[config.mk]
export PLATFORM = sky130hd
export DESIGN_NAME = fv_obi_mem_responder_flat
export DESIGN_NICKNAME = d
export VERILOG_FILES = /design/src/rtl/fv_obi_mem_responder_if.sv /design/src/rtl/fv_obi_mem_responder.sv /design/src/flat_wrapper.sv
export SDC_FILE = /design/constraint.sdc
export NUM_CORES = 1
export LEC_CHECK = 0
export BUFFER_PORTS_ARGS = -buffer_cell sky130_fd_sc_hd__buf_4
export CAP_MARGIN = 15
export CORE_ASPECT_RATIO = 1.75
export CORE_MARGIN = 3
export CORE_UTILIZATION = 50
export DETAILED_ROUTE_END_ITERATION = 10
export PLACE_DENSITY = 0.78
export SYNTH_ARGS = -nofsm -noshare
export SYNTH_HDL_FRONTEND = slang
export SYNTH_SLANG_ARGS = --single-unit
export TNS_END_PERCENT = 100
[constraint.sdc]
create_clock -name clk_i -period 2.1 [get_ports clk_i]
set_clock_uncertainty 0.15 [all_clocks]
set_input_delay 0.105 -clock clk_i [delete_from_list [all_inputs] [get_ports clk_i]]
set_output_delay 0.105 -clock clk_i [all_outputs]
set_load 0.02 [all_outputs]
[src/rtl/fv_obi_mem_responder_if.sv]
// OBI-style request/response bundle for fv_obi_mem_responder.
// Every field packs all ports side by side, port p in its own slice.
interface fv_obi_mem_responder_if #(
  parameter int N_PORTS = 2,
  parameter int DEPTH   = 2
);
  localparam int CW = $clog2(DEPTH + 1);

  logic [N_PORTS-1:0]    req_i;
  logic [N_PORTS-1:0]    gnt_o;
  logic [N_PORTS*32-1:0] addr_i;
  logic [N_PORTS-1:0]    we_i;
  logic [N_PORTS*4-1:0]  be_i;
  logic [N_PORTS*32-1:0] wdata_i;
  logic [N_PORTS-1:0]    stall_i;
  logic [N_PORTS-1:0]    rsp_stall_i;
  logic [N_PORTS*32-1:0] rdata_rand_i;
  logic [N_PORTS-1:0]    rvalid_o;
  logic [N_PORTS*32-1:0] rdata_o;
  logic [N_PORTS*CW-1:0] outstanding_o;
  logic [N_PORTS-1:0]    err_o;

  modport master (
    output req_i, addr_i, we_i, be_i, wdata_i, stall_i, rsp_stall_i, rdata_rand_i,
    input  gnt_o, rvalid_o, rdata_o, outstanding_o, err_o
  );

  modport slave (
    input  req_i, addr_i, we_i, be_i, wdata_i, stall_i, rsp_stall_i, rdata_rand_i,
    output gnt_o, rvalid_o, rdata_o, outstanding_o, err_o
  );
endinterface

[src/rtl/fv_obi_mem_responder.sv]
// Multi-port OBI-style memory responder for formal/sim harnesses.
// Each port grants requests (with bounded random stalls), keeps granted
// requests in an in-order FIFO, answers them after at least LAT cycles and
// flags handshake violations with a sticky error bit.
module fv_obi_mem_responder #(
  parameter int N_PORTS   = 2,
  parameter int DEPTH     = 2,
  parameter int LAT       = 1,
  parameter int MAX_STALL = 4
) (
  input logic                   clk_i,
  input logic                   rst_n_i,
  fv_obi_mem_responder_if.slave bus
);
  localparam int CW = $clog2(DEPTH + 1);
  localparam int PW = (DEPTH > 1) ? $clog2(DEPTH) : 1;
  localparam int RW = (LAT > 2) ? $clog2(LAT - 1) : 1;
  localparam int SW = (MAX_STALL > 0) ? $clog2(MAX_STALL + 1) : 1;

  // The push cycle already counts as one of the LAT cycles, so a new entry
  // starts at LAT-2; with LAT=1 an empty FIFO answers in the grant cycle.
  localparam logic [RW-1:0] REM_INIT  = RW'((LAT >= 2) ? LAT - 2 : 0);
  localparam logic [SW-1:0] STALL_MAX = SW'(MAX_STALL);
  localparam logic [CW-1:0] CNT_FULL  = CW'(DEPTH);
  localparam logic [PW-1:0] PTR_LAST  = PW'(DEPTH - 1);

  function automatic logic [PW-1:0] ptrInc(input logic [PW-1:0] ptr);
    return (ptr == PTR_LAST) ? '0 : ptr + 1'b1;
  endfunction

  for (genvar p = 0; p < N_PORTS; p++) begin : g_port
    logic [RW-1:0]    rem_q [DEPTH];
    logic [RW-1:0]    rem_d [DEPTH];
    logic [DEPTH-1:0] we_q, we_d;
    logic [PW-1:0]    wrPtr_q, wrPtr_d, rdPtr_q, rdPtr_d;
    logic [CW-1:0]    count_q, count_d;
    logic [SW-1:0]    stallCnt_q, stallCnt_d;
    logic             rvalid_q, rvalid_d;
    logic [31:0]      rdata_q, rdata_d;
    logic             err_q, err_d;
    logic             pend_q, pend_d;
    logic [31:0]      pAddr_q, pWdata_q;
    logic [3:0]       pBe_q;
    logic             pWe_q;

    logic        req, we, stall, rspStall;
    logic [31:0] addr, wdata, rnd;
    logic [3:0]  be;
    logic        gnt, forced, headReady, bypass, pop, popWe, viol;

    assign req      = bus.req_i[p];
    assign we       = bus.we_i[p];
    assign stall    = bus.stall_i[p];
    assign rspStall = bus.rsp_stall_i[p];
    assign addr     = bus.addr_i[p*32 +: 32];
    assign wdata    = bus.wdata_i[p*32 +: 32];
    assign rnd      = bus.rdata_rand_i[p*32 +: 32];
    assign be       = bus.be_i[p*4 +: 4];

    assign bus.gnt_o[p]                = gnt;
    assign bus.rvalid_o[p]             = rvalid_q;
    assign bus.rdata_o[p*32 +: 32]     = rdata_q;
    assign bus.outstanding_o[p*CW +: CW] = count_q;
    assign bus.err_o[p]                = err_q;

    // Grant and response selection; a full FIFO never grants, even on a pop.
    always_comb begin
      forced    = (MAX_STALL != 0) && (stallCnt_q == STALL_MAX);
      gnt       = req && (count_q < CNT_FULL) && (!stall || forced);
      headReady = (count_q != '0) && (rem_q[rdPtr_q] == '0);
      bypass    = (LAT == 1) && (count_q == '0) && gnt;
      pop       = (headReady || bypass) && !rspStall;
      popWe     = headReady ? we_q[rdPtr_q] : we;
    end

    // FIFO, stall counter and registered response next-state.
    always_comb begin
      for (int i = 0; i < DEPTH; i++) begin
        rem_d[i] = (rem_q[i] != '0) ? rem_q[i] - 1'b1 : '0;
      end
      we_d       = we_q;
      wrPtr_d    = wrPtr_q;
      rdPtr_d    = rdPtr_q;
      count_d    = count_q;
      stallCnt_d = stallCnt_q;
      if (gnt) begin
        rem_d[wrPtr_q] = REM_INIT;
        we_d[wrPtr_q]  = we;
        wrPtr_d        = ptrInc(wrPtr_q);
      end
      if (pop) begin
        rdPtr_d = ptrInc(rdPtr_q);
      end
      if (gnt && !pop) begin
        count_d = count_q + 1'b1;
      end else if (!gnt && pop) begin
        count_d = count_q - 1'b1;
      end
      if (!req || gnt) begin
        stallCnt_d = '0;
      end else if (stallCnt_q < STALL_MAX) begin
        stallCnt_d = stallCnt_q + 1'b1;
      end
      rvalid_d = pop;
      rdata_d  = (pop && !popWe) ? rnd : '0;
    end

    // Protocol checker: a stalled request must be held stable until granted.
    always_comb begin
      viol = 1'b0;
      if (pend_q && (!req || addr != pAddr_q || we != pWe_q || be != pBe_q ||
                     (we && wdata != pWdata_q))) begin
        viol = 1'b1;
      end
      if (gnt && we && be == 4'h0) begin
        viol = 1'b1;
      end
      err_d  = err_q || viol;
      pend_d = req && !gnt;
    end

    // State registers; reset drops every in-flight request.
    always_ff @(posedge clk_i or negedge rst_n_i) begin
      if (!rst_n_i) begin
        for (int i = 0; i < DEPTH; i++) begin
          rem_q[i] <= '0;
        end
        we_q       <= '0;
        wrPtr_q    <= '0;
        rdPtr_q    <= '0;
        count_q    <= '0;
        stallCnt_q <= '0;
        rvalid_q   <= 1'b0;
        rdata_q    <= '0;
        err_q      <= 1'b0;
        pend_q     <= 1'b0;
        pAddr_q    <= '0;
        pWdata_q   <= '0;
        pBe_q      <= '0;
        pWe_q      <= 1'b0;
      end else begin
        for (int i = 0; i < DEPTH; i++) begin
          rem_q[i] <= rem_d[i];
        end
        we_q       <= we_d;
        wrPtr_q    <= wrPtr_d;
        rdPtr_q    <= rdPtr_d;
        count_q    <= count_d;
        stallCnt_q <= stallCnt_d;
        rvalid_q   <= rvalid_d;
        rdata_q    <= rdata_d;
        err_q      <= err_d;
        pend_q     <= pend_d;
        pAddr_q    <= addr;
        pWdata_q   <= wdata;
        pBe_q      <= be;
        pWe_q      <= we;
      end
    end
  end
endmodule

[src/flat_wrapper.sv]
// flat-port wrapper written by rule: the top's interface ports become plain ports
module fv_obi_mem_responder_flat 
#(
  parameter int N_PORTS   = 2,
  parameter int DEPTH     = 2,
  parameter int LAT       = 1,
  parameter int MAX_STALL = 4
)
  (clk_i, rst_n_i, bus_req_i, bus_addr_i, bus_we_i, bus_be_i, bus_wdata_i, bus_stall_i, bus_rsp_stall_i, bus_rdata_rand_i, bus_gnt_o, bus_rvalid_o, bus_rdata_o, bus_outstanding_o, bus_err_o);
  fv_obi_mem_responder_if #(.N_PORTS(N_PORTS), .DEPTH(DEPTH)) bus_i ();
  input logic clk_i;
  input logic rst_n_i;
  input wire logic [$bits(bus_i.req_i)-1:0] bus_req_i;
  input wire logic [$bits(bus_i.addr_i)-1:0] bus_addr_i;
  input wire logic [$bits(bus_i.we_i)-1:0] bus_we_i;
  input wire logic [$bits(bus_i.be_i)-1:0] bus_be_i;
  input wire logic [$bits(bus_i.wdata_i)-1:0] bus_wdata_i;
  input wire logic [$bits(bus_i.stall_i)-1:0] bus_stall_i;
  input wire logic [$bits(bus_i.rsp_stall_i)-1:0] bus_rsp_stall_i;
  input wire logic [$bits(bus_i.rdata_rand_i)-1:0] bus_rdata_rand_i;
  output wire logic [$bits(bus_i.gnt_o)-1:0] bus_gnt_o;
  output wire logic [$bits(bus_i.rvalid_o)-1:0] bus_rvalid_o;
  output wire logic [$bits(bus_i.rdata_o)-1:0] bus_rdata_o;
  output wire logic [$bits(bus_i.outstanding_o)-1:0] bus_outstanding_o;
  output wire logic [$bits(bus_i.err_o)-1:0] bus_err_o;
  assign bus_i.req_i = bus_req_i;
  assign bus_i.addr_i = bus_addr_i;
  assign bus_i.we_i = bus_we_i;
  assign bus_i.be_i = bus_be_i;
  assign bus_i.wdata_i = bus_wdata_i;
  assign bus_i.stall_i = bus_stall_i;
  assign bus_i.rsp_stall_i = bus_rsp_stall_i;
  assign bus_i.rdata_rand_i = bus_rdata_rand_i;
  assign bus_gnt_o = bus_i.gnt_o;
  assign bus_rvalid_o = bus_i.rvalid_o;
  assign bus_rdata_o = bus_i.rdata_o;
  assign bus_outstanding_o = bus_i.outstanding_o;
  assign bus_err_o = bus_i.err_o;
  fv_obi_mem_responder #(.N_PORTS(N_PORTS), .DEPTH(DEPTH), .LAT(LAT), .MAX_STALL(MAX_STALL)) u_core (.clk_i(clk_i), .rst_n_i(rst_n_i), .bus(bus_i));
endmodule
Word-level counts from Yosys, hierarchy flattened
Cells that the tools add are included.
{"block": "totals", "regBits": 230, "in_bits": 210, "out_inout_bits": 74}
{"block": "op_classes", "addsub": 14, "n_lt_le_gt_ge": 16, "eq_ne": 10, "n_mux": 46, "bitwise_logic": 10, "n_reduce_logical": 68}
{"cell": "32-bit inequality test", "count": 4}
{"cell": "32-bit two-way mux", "count": 2}
{"cell": "1-bit logical AND", "count": 30}
{"cell": "1-bit two-way mux", "count": 28}
{"cell": "1-bit logical OR", "count": 16}
{"cell": "1-bit logical NOT", "count": 12}
{"cell": "2-bit two-way mux", "count": 6}
{"cell": "3-bit two-way mux", "count": 4}
{"cell": "2-bit nonzero test", "count": 6}
{"cell": "2-bit >= comparator (second input constant)", "count": 4}
{"cell": "4-bit logical NOT", "count": 2}
{"cell": "1-bit by 2-bit < comparator with 1-bit output (second input constant)", "count": 4}
{"cell": "4-bit inequality test", "count": 2}
{"cell": "1-bit inverter with 2-bit output", "count": 4}
{"cell": "3-bit by 1-bit adder with 3-bit output (second input constant)", "count": 2}
{"cell": "3-bit == test (second input constant)", "count": 2}
{"cell": "3-bit < comparator (second input constant)", "count": 2}
{"cell": "1-bit adder (second input constant)", "count": 4}
{"cell": "2-bit by 1-bit adder with 2-bit output (second input constant)", "count": 2}
{"cell": "2-bit AND", "count": 2}
{"cell": "2-bit bitwise mux", "count": 2}
{"cell": "1-bit demux with 1-bit select", "count": 4}
{"cell": "2-bit logical NOT", "count": 2}
{"cell": "2-bit by 1-bit < comparator with 1-bit output (second input constant)", "count": 2}
{"cell": "7 further kinds", "count": 16}

Longest topological paths before layout
{"block": "depth", "word_depth": 11, "ltp_mapped": 9, "ltp_nobuf": 9}

Least setup slack after synthesis
No wires, ideal clock.
{"block": "synth_path", "path_type": "reg-to-reg", "start": "reg u_core.g_port[0].pAddr_q[2]", "end": "reg u_core.g_port[0].err_q", "setup_time_ns": 0.133, "t_arrival_ns": 1.567, "t_required_ns": 1.817, "slack_ns": 0.250, "stages_incl_launch_ff": 6, "n_path_buf": 0, "period_less_slack_ns": 1.850, "path_cell_list": "dfrtp_1 -> nor2b_1 -> a221o_1 -> or4_1 -> o41ai_2 -> nand3_1"}
{"block": "synth_via", "elab_chain_cells": 9}
{"element": "start: declaration", "line": "fv_obi_mem_responder.sv:42", "source": "logic [31:0] pAddr_q, pWdata_q;"}
{"element": "start signal: assignment", "line": "fv_obi_mem_responder.sv:154", "source": "pAddr_q <= addr;"}
{"element": "32-bit inequality test", "line": "fv_obi_mem_responder.sv:111", "source": "if (pend_q && (!req || addr != pAddr_q || we != pWe_q || be != pBe_q ||"}
{"element": "1-bit logical OR (4 in a row)", "line": "fv_obi_mem_responder.sv:111"}
{"element": "1-bit logical AND", "line": "fv_obi_mem_responder.sv:111"}
{"element": "1-bit two-way mux", "line": "fv_obi_mem_responder.sv:111"}
{"element": "1-bit two-way mux", "line": "fv_obi_mem_responder.sv:115", "source": "if (gnt && we && be == 4'h0) begin"}
{"element": "1-bit logical OR", "line": "fv_obi_mem_responder.sv:118", "source": "err_d = err_q || viol;"}
{"element": "net u_core.g_port[0].err_d", "line": "fv_obi_mem_responder.sv:40", "source": "logic err_q, err_d;"}
{"element": "end signal: assignment", "line": "fv_obi_mem_responder.sv:152", "source": "err_q <= err_d;"}
{"element": "end: declaration", "line": "fv_obi_mem_responder.sv:40"}
The timed path passes the listed nets, and every way through them passes these cells.
A chain may end at the register's enable or synchronous reset.

Final worst setup path
{"block": "layout_path", "start": "reg u_core.g_port[1].stallCnt_q[1]", "end": "reg u_core.g_port[1].rdata_q[13]"}
{"block": "layout_via", "elab_chain_cells": 8}
{"element": "start: declaration", "line": "fv_obi_mem_responder.sv:37", "source": "logic [SW-1:0] stallCnt_q, stallCnt_d;"}
{"element": "start signal: assignment", "line": "fv_obi_mem_responder.sv:149", "source": "stallCnt_q <= stallCnt_d;"}
{"element": "3-bit == test", "line": "fv_obi_mem_responder.sv:68", "source": "forced = (MAX_STALL != 0) && (stallCnt_q == STALL_MAX);"}
{"element": "1-bit logical OR", "line": "fv_obi_mem_responder.sv:69", "source": "gnt = req && (count_q < CNT_FULL) && (!stall || forced);"}
{"element": "1-bit logical AND", "line": "fv_obi_mem_responder.sv:69"}
{"element": "1-bit logical AND", "line": "fv_obi_mem_responder.sv:71", "source": "bypass = (LAT == 1) && (count_q == '0) && gnt;"}
{"element": "1-bit logical OR", "line": "fv_obi_mem_responder.sv:72", "source": "pop = (headReady || bypass) && !rspStall;"}
{"element": "1-bit logical AND", "line": "fv_obi_mem_responder.sv:72"}
{"element": "1-bit logical AND", "line": "fv_obi_mem_responder.sv:105", "source": "rdata_d = (pop && !popWe) ? rnd : '0;"}
{"element": "32-bit two-way mux", "line": "fv_obi_mem_responder.sv:105"}
{"element": "net u_core.g_port[1].rdata_d[13]", "line": "fv_obi_mem_responder.sv:39", "source": "logic [31:0] rdata_q, rdata_d;"}
{"element": "end signal: assignment", "line": "fv_obi_mem_responder.sv:151", "source": "rdata_q <= rdata_d;"}
{"element": "end: declaration", "line": "fv_obi_mem_responder.sv:39"}
The timed path passes the listed nets, and every way through them passes these cells.

==> results.cfg <==
[synth]
async_flop_share_pct = 100.0
syn_nets = 790
synth.distinct_cells = 35
syn_area_mm2 = 0.008183
synth-simple-area-share_pct = 10.46
synthCells = 575
synth_top_family_by_area = XOR/XNOR gates
synth_seq_cells = 226
synthMuxAreaShare_pct = 0.9174
synth_compound_gate_area_share_pct = 2.569
synth_area_per_cell_um2 = 14.23
yosysSeqAreaShare_pct = 69.11
synth_xor_area_share_pct = 14.66
yosys_warnings = 0
synthAdderAreaFrac_pct = 0.7645
synth-edff-count = 0
synth_flop_cell = dfrtp_1

[worst_setup_path]
cp_slowest_cell = a21oi_4
rr_startpoint = u_core.g_port[1].stallCnt_q[1]
worstPathArrival_ns = 2.33
critPathKind = register to register
critical_path.cell_chain = inv_1 -> ha_1 -> a21bo_2 -> nand2_2 -> a21o_1 -> a21oi_4 -> and2_1
r2r_slack_ns = 0.04
worstPathRequired_ns = 2.37
critPathMaxFanout = 32
r2r-end = u_core.g_port[1].rdata_q[13]
critPathMaxStageDelay_ns = 0.54
worstRegToRegCells = 7
critPathTopFamily = compound AO/OA/AOI/OAI gates
crit_path_start_kind = register
end_kind = register
cp.buffers_inverters = 1

[floorplan]
rows = 61
die_w_um = 102.7
die_h_um = 175.2
ios = 284
core_area_mm2 = 0.01595
initial_utilization_pct = 51.30
die_area_mm2 = 0.01800

[grt]
grt_pass1_vias = 7834
antenna_found_initial = 3
grt_max_degree = 63
grt_pass1_wl_mm = 41.18
met2_usage_pct = 56.12
grt_overflow = 0
use_met1_pct = 31.35
busiest_layer = met2
grtUsageMet3_pct = 5.833
grt_use_total_pct = 30.49

[sta]
tightest_slew_ns = 0.6831
finalCritPeriodShare_pct = 98.16
slew_headroom_pct = 54.36
hold_violations = 0
maxSlewViolCount = 0
setup_violations = 0
setup-tns-final_ns = 0
min_period_ns = 2.061
hold_ws_ns = 0.04756
timing.fmax_mhz = 485.1
rsz0062_at_grt = true

[cells_and_area]
nNetsFinal = 1302
syn_to_final_growth_pct = 63.99
drive_gt1_share_pct = 30.64

[clocking]
insertion_delay_ns = 0.49
clockBufferDepth = 3
cts.sinks = 226
cts_tree = done
cts.reportedPaths.clkPinSlew_ns = 0.08
cts_buffers = 21
ctsHtreeMaxLevel = 1
cts_root_buf = clkbuf_16

[power_and_ir_drop]
peakVddDrop_mv = 0.8862
p_leak_nw = 6.471
p_clk_share_pct = 31.2
power_frac_comb_pct = 25.5
p_sw_share_pct = 29.34
internal-power_mw = 8.603
p_sw_mw = 3.572
power_density_mw_per_mm2 = 907.2
power_frac_seq_pct = 43.3

[outcome]
status = completed

[drt]
drt_iter0_drc = 231
routed_wl_mm = 27.12
vias = 6513
vias_per_cell = 5.037
routedWlPerCell_um = 20.98
drc = 0
firstDrtPassIters = 4
detail-route-antenna-nets = 0

[placement]
routabilityCongestion = 0.8046
hpwlAfterDp_mm = 15.27
io_buffers = 283

[job]
maxCapViolCount = 0

[worst_hold_path]
hold_class = primary input to asynchronous set/reset pin
worst max path at each step:
stage | startpoint | endpoint | slack, ns | cells after the start
6_report | u_core.g_port[1].stallCnt_q[1] | u_core.g_port[1].rdata_q[13] | 0.04 | 7
4_1_cts | u_core.g_port[1].stallCnt_q[0] | bus_gnt_o[1] | -0.03 | 6
3_5_place_dp | u_core.g_port[1].stallCnt_q[0] | u_core.g_port[1].rdata_q[7] | -0.13 | 7
3_3_place_gp | u_core.g_port[1].stallCnt_q[0] | u_core.g_port[1].rdata_q[27] | -0.04 | 7
2_1_floorplan | u_core.g_port[0].pAddr_q[2] | u_core.g_port[0].err_q | 0.25 | 5
5_1_grt | u_core.g_port[1].stallCnt_q[1] | u_core.g_port[1].rdata_q[13] | -0.08 | 7
repair_timing:
item	in CTS	in global routing
gates resized for setup	3	4
hold buffers	208	0
buffers inserted	0	3
pin swaps	0	5
endpoints found under the setup margin	34	36
hold endpoints to repair	449	0
flip-flops by register name (all words and copies together), names as in the netlist:
signal                    cells
u_core.g_port.count_q         4
u_core.g_port.pWe_q           2
u_core.g_port.rvalid_q        2
u_core.g_port.pWdata_q       64
u_core.g_port.we_q            4
u_core.g_port.err_q           2
u_core.g_port.rdPtr_q         2
u_core.g_port.stallCnt_q      6
u_core.g_port.wrPtr_q         2
u_core.g_port.pend_q          2
u_core.g_port.pBe_q           8
u_core.g_port.pAddr_q        64
u_core.g_port.rdata_q        64
routing by layer:
metal	up-vias	share of wire (%)
li1	2909	-
met1	3206	33
met2	295	56
met3	103	5.4
met4	0	5.7
met5	-	0
power groups by stage:
stage	clock network (mW)	logic, mW	registers (mW)
floorplan	0	0.829	5.68
global placement	0	2.52	5.27
detailed placement	0	2.61	5.29
CTS	3.79	2.96	5.22
global route	4.02	3.30	5.32
finish	3.80	3.10	5.27
per-stage QoR:
stage	instances	setup WS, ns	util, %	cell area (um2)	power, mW
final	1293	0.03869	84.12	13420	12.17
after global routing	1292	-0.08252	84.11	13420	12.64
after CTS	1286	-0.02590	83.79	13370	11.98
after detailed placement	1042	-0.1301	66.49	10610	7.899
after global placement	1042	-0.04348	66.49	10610	7.783
after floorplan	575	0.2500	-	8183	6.512
final cells by class:
| cell class | instances | area [um2] |
|---|---|---|
| Sequential cell | 226 | 5655 |
| Timing Repair Buffer | 502 | 4359 |
| Fill cell | 720 | 2532 |
| Multi-Input combinational cell | 322 | 2442 |
| Clock buffer | 29 | 575.6 |
| Tap cell | 189 | 236.5 |
| Clock inverter | 7 | 87.58 |
| Inverter | 14 | 52.55 |
| Antenna cell | 4 | 10.01 |
synth_stat cells, drive strengths merged (2+ instances only):
cell type | instances | area [um2]
dfrtp | 226 | 5655
xor2 | 129 | 1130
and2 | 64 | 400.4
nor4 | 32 | 200.2
inv | 14 | 52.55
nor2 | 13 | 48.80
nand2b | 10 | 62.56
nand4 | 9 | 56.30
xnor2 | 8 | 70.07
clkbuf | 7 | 26.28
buf | 6 | 45.04
nand2 | 6 | 22.52
ha | 5 | 62.56
o21ai | 5 | 25.02
a21oi | 4 | 20.02
mux2 | 4 | 45.04
a31oi | 3 | 18.77
mux2i | 3 | 30.03
nor2b | 3 | 18.77
nor3 | 3 | 15.01
o2111ai | 3 | 26.28
a211oi | 2 | 15.01
a21bo | 2 | 20.02
nand3 | 2 | 10.01
o211ai | 2 | 15.01
o41ai | 2 | 25.03
placed cells by master, fill, tap and decap left out, types with 5 or more instances in the layout:
cell and n:
dlygate4sd3_1 208, buf_12 5, clkbuf_1 6, nand4_1 9, nand2b_1 10, o21ai_0 5
inv_1 14, buf_4 288, clkbuf_16 21, nor4_1 32, xnor2_1 8, xor2_1 129
and2_1 64, dfrtp_1 226, nand2_1 5, nor2_1 10
cell families (layout without fill, tap and decap cells):
| kind of cell | count (synthesis) | count (layout) |
|---|---|---|
| flip-flops | 226 | 226 |
| AND/OR/NAND/NOR | 145 | 145 |
| XOR/XNOR | 137 | 137 |
| AO/OA/AOI/OAI | 28 | 28 |
| buffers and inverters | 27 | 552 |
| multiplexers | 7 | 7 |
| adder cells (fa/ha/maj) | 5 | 5 |
| other | 0 | 4 |
No activity file was read; power rests on OpenSTA's default activity.
